File: src/rtl/branch_predictor_bht.sv
// Direct-mapped branch history/target table for fetch-side next-PC prediction.
// Trained by resolved outcomes from EX; issues a registered redirect/flush on misprediction.
module branch_predictor_bht #(
   parameter int unsigned IDX_W = 4,
   parameter int unsigned TAG_W = 26,
   parameter int unsigned CNT_W = 16
) (
   input  logic             clk,
   input  logic             reset,
   input  logic [31:0]      f_pc,
   output logic             pred_taken,
   output logic [31:0]      pred_target,
   input  logic             u_valid,
   input  logic [31:0]      u_pc,
   input  logic             u_is_branch,
   input  logic             u_taken,
   input  logic [31:0]      u_target,
   input  logic             u_pred_taken,
   input  logic [31:0]      u_pred_target,
   output logic             redirect_valid,
   output logic [31:0]      redirect_pc,
   output logic             flush,
   output logic [CNT_W-1:0] branch_cnt,
   output logic [CNT_W-1:0] mispredict_cnt
);

   localparam int unsigned DEPTH = 2 ** IDX_W;

   logic             valid_q [DEPTH];
   logic [TAG_W-1:0] tag_q   [DEPTH];
   logic [29:0]      tgt_q   [DEPTH];
   logic [1:0]       ctr_q   [DEPTH];

   logic [IDX_W-1:0] f_idx;
   logic [TAG_W-1:0] f_tag;
   logic             f_hit;
   logic [IDX_W-1:0] u_idx;
   logic [TAG_W-1:0] u_tag;
   logic             u_hit;
   logic [31:0]      actual_next;
   logic [31:0]      predicted_next;
   logic             mispredict;

   // Lookup reads only registered state, so a same-cycle update is not visible.
   always_comb begin
      f_idx       = f_pc[IDX_W+1:2];
      f_tag       = f_pc[IDX_W+1+TAG_W:IDX_W+2];
      f_hit       = valid_q[f_idx] && (tag_q[f_idx] == f_tag);
      pred_taken  = f_hit && ctr_q[f_idx][1];
      pred_target = pred_taken ? {tgt_q[f_idx], 2'b00} : f_pc + 32'd4;
   end

   always_comb begin
      u_idx          = u_pc[IDX_W+1:2];
      u_tag          = u_pc[IDX_W+1+TAG_W:IDX_W+2];
      u_hit          = valid_q[u_idx] && (tag_q[u_idx] == u_tag);
      actual_next    = (u_is_branch && u_taken) ? u_target : u_pc + 32'd4;
      predicted_next = u_pred_taken ? u_pred_target : u_pc + 32'd4;
      mispredict     = (actual_next != predicted_next);
   end

   always_ff @(posedge clk or negedge reset) begin
      if (!reset) begin
         for (int unsigned i = 0; i < DEPTH; i++) begin
            valid_q[i] <= 1'b0;
            tag_q[i]   <= '0;
            tgt_q[i]   <= '0;
            ctr_q[i]   <= 2'b01;
         end
      end else if (u_valid) begin
         if (u_is_branch) begin
            if (u_hit) begin
               if (u_taken) begin
                  if (ctr_q[u_idx] != 2'b11) ctr_q[u_idx] <= ctr_q[u_idx] + 2'b01;
                  tgt_q[u_idx] <= u_target[31:2];
               end else if (ctr_q[u_idx] != 2'b00) begin
                  ctr_q[u_idx] <= ctr_q[u_idx] - 2'b01;
               end
            end else if (u_taken) begin
               valid_q[u_idx] <= 1'b1;
               tag_q[u_idx]   <= u_tag;
               tgt_q[u_idx]   <= u_target[31:2];
               ctr_q[u_idx]   <= 2'b10;
            end
         end else if (u_hit) begin
            // A non-branch aliasing onto a live entry would keep mispredicting.
            valid_q[u_idx] <= 1'b0;
         end
      end
   end

   always_ff @(posedge clk or negedge reset) begin
      if (!reset) begin
         redirect_valid <= 1'b0;
         redirect_pc    <= '0;
         flush          <= 1'b0;
      end else begin
         redirect_valid <= u_valid && mispredict;
         flush          <= u_valid && mispredict;
         if (u_valid && mispredict) redirect_pc <= actual_next;
      end
   end

   always_ff @(posedge clk or negedge reset) begin
      if (!reset) begin
         branch_cnt     <= '0;
         mispredict_cnt <= '0;
      end else if (u_valid) begin
         if (u_is_branch && (branch_cnt != '1)) branch_cnt <= branch_cnt + CNT_W'(1);
         if (mispredict && (mispredict_cnt != '1)) mispredict_cnt <= mispredict_cnt + CNT_W'(1);
      end
   end

endmodule

File: config.mk
export PLATFORM = sky130hd
export DESIGN_NAME = branch_predictor_bht
export DESIGN_NICKNAME = d
export VERILOG_FILES = /design/src/rtl/branch_predictor_bht.sv
export SDC_FILE = /design/constraint.sdc
export NUM_CORES = 2
export LEC_CHECK = 0
export ABC_AREA = 1
export ABC_CLOCK_PERIOD_IN_PS = 3500
export BUFFER_PORTS_ARGS = -buffer_cell sky130_fd_sc_hd__clkbuf_2
export CAP_MARGIN = 20
export CORE_ASPECT_RATIO = 2
export CORE_MARGIN = 10
export CORE_UTILIZATION = 35
export DETAILED_ROUTE_END_ITERATION = 6
export PLACE_DENSITY = 0.58
export REMOVE_ABC_BUFFERS = 1
export SETUP_SLACK_MARGIN = 0.5
export SYNTH_ARGS = -nofsm -noshare
export SYNTH_HDL_FRONTEND = slang
export SYNTH_SLANG_ARGS = --single-unit
File: constraint.sdc
create_clock -name clk -period 3.5 [get_ports clk]
set_clock_uncertainty 0.1 [all_clocks]
set_input_delay 0.7 -clock clk [delete_from_list [all_inputs] [get_ports clk]]
set_output_delay 0.7 -clock clk [all_outputs]
set_load 0.02 [all_outputs]
==> out/results.ini <==
[clocking]
cts_made_buffers=98
clk_pin_slew_ns=0.06
clockBufferDepth=3
cts_max_level=3
clock-sinks=1009
clk_latency_ns=0.73
cts-root-buf=clkbuf_16
cts_tree=done

[synth]
yosysMostFrequentCell=nand2_1
synthTopCellsByCount=nand2_1, o21ai_0, dfrtp_1, inv_1, nand3_1
ys_ff_latch=1009
ys_seq_area_share_pct=45.7
async_reset_ff_share_pct=100
syn_inst=7838
synth_top_area_share_pct=45.0
synth-edff-count=0
yosys_warnings=0
yosysTopAreaCell=dfrtp_1
synth_cell_type_count=46
syn_area_mm2=0.0553
postSynthAreaPerCell_um2=7.05
yosys-top-cells-area=dfrtp_1, nand2_1, o21ai_0
synth-main-ff-cell=dfrtp_1

[timing]
period_needed_ns=4.23
slew_headroom_pct=39.4
max_clock_freq_ghz=0.236
fin_crit_sh_pct=121
fin_hold_ws_ns=0.207
final-hold-violation-count=0
setup_slack_ns=-0.730
setup_viol=33
setup_tns_ns=-21.50
maxSlewViolCount=0
tightestPinTransition_ns=0.905
rsz0062_at_grt=true

[floorplanning]
die-width_um=301
io_pins=233
rows=206
die_area_mm2=0.175
fp.dieH_um=582
core_region_area_mm2=0.157
initial_core_util_pct=35.1

[critical_path]
setup.worst_path.end_class=output pin
cp_common_cell=nand2_2
setup.worst_path.start_class=input port
crit_slowest_cell=nor3_4
path_max_fanout=24
crit_chain=buf_16 -> buf_4 -> buf_12 -> a21oi_2 -> o21ai_1 -> o21ai_1 -> buf_4 -> nand2_2 -> nand2_8 -> nor2_2 -> buf_6 -> nand2_4 -> nand3_4 -> nor3_4 -> buf_6 -> nand3_4 -> nor2_4 -> buf_12 -> buf_8 -> clkbuf_16 -> nand2_2 -> nand2_2 -> buf_8
critPathKind=input port to output pin
crit_buf_inv=10
required_ns=2.70
critPathTopFamily=buffers and inverters
critPathArrivalTime_ns=3.43
max_stage_delay_ns=0.27

[global_route]
grt_antenna_before_repair=14
first_global_vias=55900
grt_max_degree=147
grt_overflow_total=0
grt_pass1_wl_mm=373
grt_use_total_pct=28.7

[power_and_ir_drop]
finalPower_mw=33.6
ir_worst_vdd_mv=0.470
p_per_area_mw_per_mm2=469
power.leakage_nw=34.5

[route]
routedWlPerCell_um=24.4
ant_nets=0
firstDrtPassIters=7
wl_mm=259
drt_iter0_drc=5711
vias=57500
drc=0
routed_via_density=5.42

[place]
place_congestion=1.03
hpwl_mm=176
port_buffers=232
place_area_mm2=0.0638

[final_layout]
drive_gt1_share_pct=19.0
area_growth_pct=29.6
stdcell_area_mm2=0.0716
nNetsFinal=8585

[run_status]
violations=negative setup slack
outcome=finished, violations left

[job]
cap_violations=0

[worst_hold_path]
hold_path.class=input port to flop

sequential cells by signal, indices dropped and copies added, names as in the netlist, named ones only:
register,count
flush,1
mispredict_cnt,16
ctr_q,32
branch_cnt,16
tag_q,416
redirect_pc,32
tgt_q,480
final timing paths:
| kind | slack, ns | to | cells after the start | start |
|---|---|---|---|---|
| max in group asynchronous | 1.74 | mispredict_cnt[15]$_DFFE_PN0P_ | 4 | reset |
| worst min-delay path | 0.21 | tgt_q[190]$_DFFE_PN0P_ | 3 | u_target[12] |
| min in group asynchronous | 0.39 | tag_q[135]$_DFFE_PN0P_ | 2 | reset |
| worst min register to register | 0.36 | ctr_q[20]$_DFFE_PN1P_ | 2 | ctr_q[20]$_DFFE_PN1P_ |
| worst max register to register | 0.32 | ctr_q[1]$_DFFE_PN0P_ | 23 | tag_q[263]$_DFFE_PN0P_ |
| worst max-delay path | -0.73 | pred_target[13] | 23 | f_pc[3] |
stage by stage:
stage	util, %	cells	worst slack [ns]
after global placement	40.6	10300	-1.21
after CTS	44.7	10600	-0.625
after floorplan	-	7278	-4.04
final	45.5	10600	-0.730
after global routing	45.5	10600	-0.830
after detailed placement	40.6	10300	-1.18
logic make-up (layout without fill, tap and decap cells):
group / count (synthesis) / after routing / share of synthesized area (%)
XOR/XNOR: 76 / 76 / 1.20
other: 0 / 12 / 0
flip-flops: 1009 / 1009 / 45.7
adder cells (fa/ha/maj): 9 / 9 / 0.204
buffers and inverters: 1290 / 1972 / 9.26
AND/OR/NAND/NOR: 3501 / 3501 / 25.6
AO/OA/AOI/OAI: 1953 / 1953 / 18.0
power by group:
part / switching, mW / total [mW] / internal [mW]
combinational: 4.64 / 7.48 / 2.84
clock: 5.07 / 11.6 / 6.56
sequential: 1.01 / 14.4 / 13.4
layout make-up:
cell class	instances	area (µm²)
inverters	730	2860
fillers	15800	85600
clock buffers	137	2790
repair buffers	1062	10800
repair inverters	2	36.3
clock inverters	41	623
diodes	12	30.0
multi-input cells	5539	26500
well taps	2080	2600
flip-flops and latches	1009	25300
routing by layer:
layer | track usage, % | part of all wire, % | vias up
li1 | - | - | 26500
met1 | 31.7 | 35 | 27400
met2 | 47.2 | 47 | 2820
met3 | 5.25 | 7.4 | 884
met4 | 24.4 | 10 | 2
met5 | 0 | 0.0042 | -
cells in the final DEF (no fill, tap or decap), types with 20 or more instances in the layout:
cell type | Yosys | layout
a21oi_1 | 533 | 527
buf_12 | 0 | 143
buf_16 | 0 | 31
buf_4 | 23 | 571
buf_6 | 4 | 63
buf_8 | 0 | 36
clkbuf_1 | 372 | 23
clkbuf_16 | 0 | 110
clkbuf_2 | 4 | 190
clkinv_1 | 30 | 28
dfrtp_1 | 993 | 992
inv_1 | 692 | 671
inv_2 | 7 | 20
nand2_1 | 2306 | 2165
nand2_2 | 4 | 114
nand2_4 | 0 | 27
nand3_1 | 558 | 499
nand3_2 | 2 | 46
nand4_1 | 54 | 54
nor2_1 | 504 | 438
nor2_2 | 2 | 40
nor2_4 | 4 | 32
nor3_1 | 44 | 30
o211ai_1 | 31 | 31
o21ai_0 | 1314 | 1252
o21ai_1 | 25 | 64
o22ai_1 | 36 | 36
xnor2_1 | 21 | 21
xor2_1 | 55 | 46
worst register-to-register path: stages (launching register included):
cell	delay [ns]
dfrtp_1	0.38
inv_1	0.07
nand2_1	0.05
nand3_1	0.10
nand2_1	0.09
nand2_1	0.08
nand2_2	0.07
nor2_4	0.24
buf_6	0.15
nor2_2	0.04
nor2_1	0.08
nand2_1	0.07
nor2_1	0.12
nand2_1	0.11
nor2_4	0.16
nand2_2	0.10
buf_12	0.15
buf_6	0.12
a21oi_4	0.19
buf_6	0.17
buf_12	0.13
nand3_1	0.12
nand2_1	0.10
nand2_1	0.06
repair_timing:
| item | CTS | global route |
|---|---|---|
| cloned | 33 | 10 |
| setup endpoints to repair | 546 | 546 |
| hold endpoints to repair | 35 | 0 |
| hold buffers | 1 | 0 |
| buffers inserted | 53 | 17 |
| pin swaps | 79 | 103 |
| gates resized for setup | 438 | 311 |
Note: power is estimated with default switching activity, not from simulation.
